==> src/rtl/pair_pkg.sv <==
// Shared definitions for the pair-marked serial link.
// Used by both pair_stream_gen and pair_detect.
package pair_pkg;

   typedef enum logic [2:0] {
      IDLE  = 3'd0,
      MARK1 = 3'd1,
      MARK2 = 3'd2,
      DATA  = 3'd3,
      STUFF = 3'd4,
      GAP   = 3'd5
   } state_e;

   localparam logic [1:0] PAIR_MARKER = 2'b11;
   localparam logic       STUFF_BIT   = 1'b0;

endpackage

==> src/rtl/pair_stream_gen.sv <==
// Serial transmitter: "11" marker, MSB-first data with a 0 stuffed
// after every data 1, then GAP_BITS idle zeros.
module pair_stream_gen
   import pair_pkg::*;
#(
   parameter int WIDTH    = 8,
   parameter int GAP_BITS = 2
) (
   input  logic             clk,
   input  logic             reset_n,
   input  logic [WIDTH-1:0] in_data,
   input  logic             in_valid,
   output logic             in_ready,
   output logic             outbits,
   output logic             busy,
   output logic             frame_done
);

   localparam int CW = $clog2(WIDTH + 1);
   localparam int GW = $clog2(GAP_BITS + 1);

   localparam logic [CW-1:0] CNT_LAST = CW'(WIDTH - 1);
   localparam logic [CW-1:0] CNT_END  = CW'(WIDTH);
   localparam logic [GW-1:0] GAP_LAST = GW'(GAP_BITS - 1);

   state_e           state_q, state_d;
   logic [WIDTH-1:0] shift_q, shift_d;
   logic [CW-1:0]    cnt_q, cnt_d;
   logic [GW-1:0]    gap_q, gap_d;
   logic             out_q, out_d;
   logic             gap_end;
   logic             accept;

   // The last gap cycle also accepts, so back-to-back frames are
   // separated by exactly GAP_BITS zeros.
   assign gap_end    = (state_q == GAP) && (gap_q == GAP_LAST);
   assign in_ready   = (state_q == IDLE) || gap_end;
   assign accept     = in_valid && in_ready;
   assign busy       = (state_q != IDLE);
   assign frame_done = gap_end;
   assign outbits    = out_q;

   always_comb begin
      state_d = state_q;
      shift_d = shift_q;
      cnt_d   = cnt_q;
      gap_d   = gap_q;
      if (accept) begin
         state_d = MARK1;
         shift_d = in_data;
         cnt_d   = '0;
      end else begin
         unique case (state_q)
            IDLE:  state_d = IDLE;
            MARK1: state_d = MARK2;
            MARK2: state_d = DATA;
            DATA: begin
               shift_d = shift_q << 1;
               cnt_d   = cnt_q + CW'(1);
               if (shift_q[WIDTH-1]) begin
                  state_d = STUFF;
               end else if (cnt_q == CNT_LAST) begin
                  state_d = GAP;
                  gap_d   = '0;
               end else begin
                  state_d = DATA;
               end
            end
            STUFF: begin
               if (cnt_q == CNT_END) begin
                  state_d = GAP;
                  gap_d   = '0;
               end else begin
                  state_d = DATA;
               end
            end
            GAP: begin
               if (gap_end) state_d = IDLE;
               else         gap_d   = gap_q + GW'(1);
            end
            default: state_d = IDLE;
         endcase
      end
   end

   // Line bit is registered from the state being entered.
   always_comb begin
      out_d = 1'b0;
      unique case (state_d)
         MARK1:   out_d = PAIR_MARKER[1];
         MARK2:   out_d = PAIR_MARKER[0];
         DATA:    out_d = shift_d[WIDTH-1];
         STUFF:   out_d = STUFF_BIT;
         default: out_d = 1'b0;
      endcase
   end

   always_ff @(posedge clk or negedge reset_n) begin
      if (!reset_n) begin
         state_q <= IDLE;
         shift_q <= '0;
         cnt_q   <= '0;
         gap_q   <= '0;
         out_q   <= 1'b0;
      end else begin
         state_q <= state_d;
         shift_q <= shift_d;
         cnt_q   <= cnt_d;
         gap_q   <= gap_d;
         out_q   <= out_d;
      end
   end

endmodule
==> config.mk <==
export PLATFORM = sky130hd
export DESIGN_NAME = pair_stream_gen
export DESIGN_NICKNAME = d
export VERILOG_FILES = /design/src/rtl/pair_pkg.sv /design/src/rtl/pair_stream_gen.sv
export SDC_FILE = /design/constraint.sdc
export NUM_CORES = 1
export LEC_CHECK = 0
export ABC_AREA = 1
export BUFFER_PORTS_ARGS = -buffer_cell sky130_fd_sc_hd__buf_2
export CORE_MARGIN = 3
export CORE_UTILIZATION = 58
export CTS_BUF_LIST = sky130_fd_sc_hd__clkbuf_2 sky130_fd_sc_hd__clkbuf_4 sky130_fd_sc_hd__clkbuf_8
export DETAILED_ROUTE_END_ITERATION = 8
export PLACE_DENSITY = 0.81
export SLEW_MARGIN = 10
export SYNTH_ARGS = -nofsm -noshare
export SYNTH_HDL_FRONTEND = slang
export SYNTH_SLANG_ARGS = --single-unit
==> constraint.sdc <==
create_clock -name clk -period 1.57 [get_ports clk]
set_input_delay 0.157 -clock clk [delete_from_list [all_inputs] [get_ports clk]]
set_output_delay 0.157 -clock clk [all_outputs]
set_load 0.02 [all_outputs]
==> metrics, run 1 <==
ANT cells 0; syn nets between 100 and 150; unrepaired setup endpoints after global routing no; WP data arrival 1.31 ns; CTS Sinks 18; first-pass GRT wire length 3.38 mm; drt pass-1 iters 4; largest net degree at the start of global routing 19; Crit. End Element output pin; Worst path slowest cell dfrtp_1; TNS Setup 0 ns; leading cell types in the layout, fill and taps excluded 33 x nand2_1, 23 x nand3_1, 18 x dfrtp_1, 14 x buf_2, 10 x inv_1; Final Slew Violations 0; area delta synth->final 12.0%; worst slew pin tran 0.410 ns; die width 47.7 µm; initial core utilization 64.0%; drt initial violations 14; vias in the first global route 822; Power Density 1920 nW/µm²; CTS Hold Buffers Added 1; worst setup margin 0.0995 ns; Final period util 93.7%; total gr overflow 0; Relative slew margins 72.7%; most common cell after layout, fill and taps aside nand2_1; detailed placer's ending HPWL 1.54 mm; clock skew 0.00169 ns; number of port buffers 14; antenna violations before repair 0; Num CTS Buffers 3; buffer count from post-CTS setup fixing 0; syn avg cell area 8.07 µm²; wire per inst about 13 µm; Rows 14; crit start category register; Longest Clk Path Bufs 2; H-tree levels 1; critical path required time 1.41 ns; post-synthesis register bit count 18; synthesized cell area around 1000 µm²; Hold WS 0.0569 ns; clk root buf clkbuf_4; die footprint 2280 µm²; CP bufs+invs 2; Setup Viol. Count Final 0; post-CTS sizing 0; clk_lat worst skew ~0.30 ns; CTS tree done; DP Worst Slack approximately 0.19 ns; Total GRT Usage approximately 22%; Final Hold Vio Count 0; crit path cell chain inv_1 -> ha_1 -> nand4_1 -> nand2_2 -> buf_2; Gate Count Post-Synth 125; Worst path top cell family by delay flip-flops; CTS clock-pin slew for the worst setup and hold paths 0.11 ns; max incr delay on CP 0.40 ns; type of the worst setup path register to output pin; Placement Cell Area approximately 1100 µm²; ANT nets after route 0; gpl congestion 0.847; Crit Path Max Fanout 3; Ys Warns 0; status finished, final reports clean; Layout Nets 158; Max Cap Viol 0; total wire length 2.05 mm; chip height approximately 48 µm; fin area about 1100 µm²; fmax 680 MHz; vias per inst 5.43; Tmin final between 1 and 1.5 ns; Top Ports 15; Hold Crit Class input port to register; Synth cell types 28; share of cells above drive strength 1 24.5%; sequential share of the synthesized area between 40% and 50%; # DRC 0; Worst VDD drop 1060 µV; Core Region ~1600 µm²; vias approximately 860; leakage slightly below 0.6 nW
[routing by layer]
metal  track usage, %  wire length (µm)  vias up
li1                 -                 -      441
met1             25.7               895      399
met2             38.3              1040       19
met3             4.51                83        4
met4             10.8                34        0
met5                0                 0        -
[worst reg2reg max path, delay by kind of cell (launching register included)]
kind,cells,cell delay (ns)
AND/OR/NAND/NOR,5,0.55
flip-flops,1,0.42
buffers and inverters,2,0.17
adder cells (fa/ha/maj),1,0.15
[power breakdown]
part	internal (mW)	switching, mW	total (mW)	leakage (nW)
sequential	0.668	0.172	0.840	0.228
clock	0.141	0.151	0.293	0.0210
combinational	0.387	0.653	1.04	0.347
total	1.20	0.976	2.17	0.596
[cell usage after synthesis]
| cell | n | share of area, % |
|---|---|---|
| xor2_1 | 1 | 0.87 |
| nand2_4 | 1 | 1.1 |
| nand3_1 | 23 | 11 |
| o211ai_1 | 1 | 0.74 |
| nor3_2 | 1 | 0.99 |
| nand2_2 | 1 | 0.62 |
| nor2_1 | 8 | 3.0 |
| nand4_1 | 2 | 1.2 |
| a21oi_2 | 1 | 0.87 |
| o21ai_1 | 1 | 0.50 |
| dfrtp_1 | 18 | 45 |
| nor2_4 | 1 | 1.1 |
| inv_1 | 10 | 3.7 |
| o21ai_0 | 2 | 0.99 |
| nand2_1 | 33 | 12 |
| nand3b_1 | 1 | 0.74 |
| ha_1 | 3 | 3.7 |
| a21oi_1 | 1 | 0.50 |
| inv_2 | 4 | 1.5 |
| nor3_1 | 1 | 0.50 |
| o21ai_2 | 1 | 0.87 |
| nand3_2 | 2 | 2.0 |
| and2_1 | 1 | 0.62 |
| buf_4 | 1 | 0.74 |
| buf_6 | 2 | 2.2 |
| nor2_2 | 1 | 0.62 |
| or2_2 | 2 | 1.2 |
| or2_1 | 1 | 0.62 |
[path summary, 6_finish.rpt]
path,from,end,cells after the start,slack [ns]
setup / recovery,gap_q[1],in_ready,5,0.1
min in group asynchronous,reset_n,gap_q[0],2,0.31
hold / removal,in_data[0],shift_q[0],3,0.06
max in group asynchronous,reset_n,shift_q[1],2,0.97
setup reg to reg,cnt_q[0],state_q[1],8,0.18
hold reg to reg,gap_q[1],gap_q[1],2,0.49
[state kept, by name, indices dropped and copies added, names as in the netlist]
register  count
state_q       3
shift_q       8
gap_q         2
outbits       1
cnt_q         4
[through the flow]
stage / cells / total power, mW / utilization, %
after floorplan: 125 / 1.65 / -
after global placement: 154 / 1.84 / 68.7
after detailed placement: 154 / 1.88 / 68.7
after CTS: 159 / 2.18 / 71.7
after global routing: 159 / 2.36 / 71.7
final: 159 / 2.17 / 71.7
[final cells by class]
class / count / area [µm²]
well taps: 16 / 20.0
fillers: 137 / 447
inverters: 14 / 52.6
flip-flops and latches: 18 / 450
repair buffers: 17 / 95.1
multi-input cells: 90 / 475
clock buffers: 4 / 36.3
[cells by family (layout without fill, tap and decap cells)]
kind of cell | Yosys count | in the layout | share of synthesized area, %
flops | 18 | 18 | 44.7
xor+xnor | 1 | 1 | 0.869
compound gates | 7 | 7 | 4.47
buf+inv | 17 | 35 | 8.19
fa+ha+maj | 3 | 3 | 3.72
simple gates | 79 | 79 | 38.1
(Power assumes the default switching activity.)
==> run 2: changes to the inputs <==
CORE_UTILIZATION = 62   (was 58)
PLACE_DENSITY = 0.86   (was 0.81)
clock period = 1.75 ns   (was 1.57 ns; I/O delays follow)
==> run 2 against run 1 <==
  * Register-to-register slack better by 0.13 ns
  * Hold slack better by 0.025 ns
  * Sequential cell count stayed put
  * Clock power is 15% lower
  * Cell count is 1.9% lower
  * Sequential share of layout area is 0.58 points higher
  * Largest cell class unchanged
  * Highest routed layer unchanged
==> metrics, run 2 (same netlist as run 1, synthesis figures left out) <==
Rows 13 (-1); type of the worst setup path register to output pin; detailed placer's ending HPWL 1.55 mm (+0.58%); unrepaired setup endpoints after global routing no; Worst VDD drop 1020 µV (-3.5%); crit start category register; most common cell after layout, fill and taps aside nand2_1; leakage 0.586 nW (-1.6%); critical path required time 1.57 ns (+0.16 ns); H-tree levels 1 (unchanged); vias in the first global route 826 (+0.49%); R2R setup slack 0.31 ns (+0.13 ns); CP startpoint state_q[2]; worst slew pin tran 0.399 ns (-0.0109 ns); clk root buf clkbuf_4; first-pass GRT wire length 3.52 mm (+4.1%); Crit Path Max Fanout 8 (+5); ANT cells 0 (unchanged); drt pass-1 iters 4 (unchanged); WP data arrival 1.34 ns (+0.03 ns); TNS Setup 0 ns (unchanged); fin cells 156 (-1.9%); vias 868 (+0.58%); Largest regs shift_q x8, cnt_q x4, state_q x3; Power Density 1740 nW/µm² (-9.3%); vias per inst 5.56 (+2.5%); Crit. End Element output pin; power after layout 1.94 mW (-11%); Reg2Reg Launch Point state_q[2]; placed cells 151 (-1.9%); Layout Nets 156 (-1.3%); Reg with most FFs shift_q; # DRC 0 (unchanged); Total GRT Usage 22.9% (+0.77 points); leading cell types in the layout, fill and taps excluded 33 x nand2_1, 23 x nand3_1, 18 x dfrtp_1, 14 x buf_2, 10 x inv_1; fmax 662 MHz; Final period util 86.4%; Core Util, Final 78.7% (+7.0 points); CTS tree done; clock skew 0.00169 ns (-0.00000600 ns); Relative slew margins 73.4% (+0.73 points); largest net degree at the start of global routing 19 (unchanged); total wire length 2.11 mm (+2.7%); ANT nets after route 0 (unchanged); gpl congestion 0.831 (-1.9%); area delta synth->final 10.4%; Largest register FFs 8 (unchanged); drt initial violations 59 (+45); crit path cell chain inv_2 -> nand3_2 -> nand2_2 -> buf_2; Hold Crit Class input port to register; Core Region 1420 µm² (-10%); CTS Sinks 18 (unchanged); post-CTS sizing 0 (unchanged); Final Slew Violations 0 (unchanged); Final Hold Vio Count 0 (unchanged); wire per inst 13.5 µm (+4.7%); Worst path slowest cell dfrtp_1; Num CTS Buffers 3 (unchanged); die footprint 2150 µm² (-5.7%); number of port buffers 14 (unchanged); CTS clock-pin slew for the worst setup and hold paths 0.10 ns (about the same); Longest Clk Path Bufs 2 (unchanged); chip height 46.3 µm (-2.9%); initial core utilization 71.3% (+7.3 points); Tmin final ~1.5 ns; Setup Viol. Count Final 0 (unchanged); DP Worst Slack 0.337 ns (+0.146 ns); worst setup margin 0.239 ns (+0.139 ns); Hold Startpoint in_data[0]; Max Cap Viol 0 (unchanged); Top Ports 15 (unchanged); status finished, final reports clean; clk_lat worst skew 0.29 ns (about the same); die width 46.3 µm (-2.9%); share of cells above drive strength 1 23.4% (-1.1 points); max incr delay on CP 0.51 ns (+0.11 ns); total gr overflow 0 (unchanged); antenna violations before repair 0 (unchanged)
[run 2: changes by cell type in the layout (fill, tap and decap cells not counted)]
cell | previous run | this run
buf_4 | 2 | 0
[run 2: worst max-delay path, delay by kind of cell (launching register included)]
kind / cells / cell delay [ns]
DFF: 1 / 0.51
and+or+nand+nor: 2 / 0.22
buffers and inverters: 2 / 0.32
[run 2: power breakdown]
group | internal (mW) | switching, mW | leakage, nW
combinational | 0.321 | 0.605 | 0.337
sequential | 0.600 | 0.167 | 0.228
clock | 0.127 | 0.123 | 0.0210
total | 1.05 | 0.895 | 0.586
[run 2: per-stage QoR]
| step | cell area, µm² | hold WS, ns |
|---|---|---|
| detailed placement | 1070 | 0.124 |
| floorplan | 1010 | -0.121 |
| finish | 1110 | 0.0815 |
| CTS | 1110 | 0.0846 |
| global route | 1110 | 0.0961 |
| global placement | 1070 | 0.125 |
[run 2: worst paths after layout]
path	endpoint	cells after the start
max	in_ready	4
min	shift_q[0]	3
max reg2reg	cnt_q[3]	6
min reg2reg	gap_q[1]	2
max in group asynchronous	cnt_q[3]	2
min in group asynchronous	shift_q[1]	2
[run 2: repair_timing]
action	4_1_cts	5_1_grt
buffers inserted	0	0
hold endpoints to repair	18	0
hold buffers	1	0
[run 2: area by class of cell]
class,count,area (µm²)
fill,107,302
sequential,18,450
timing repair buffer,15,80.1
clock buffer,4,36.3
multi-input combinational,90,475
inverter,14,52.6
tap,15,18.8
[run 2: metal layers]
metal	share of wire, %	GRT usage [%]	routed length (µm)
met2	49	39.3	1030
met1	47	30.0	986
met4	1.4	6.82	29
met5	0	0	0
met3	2.7	2.34	57
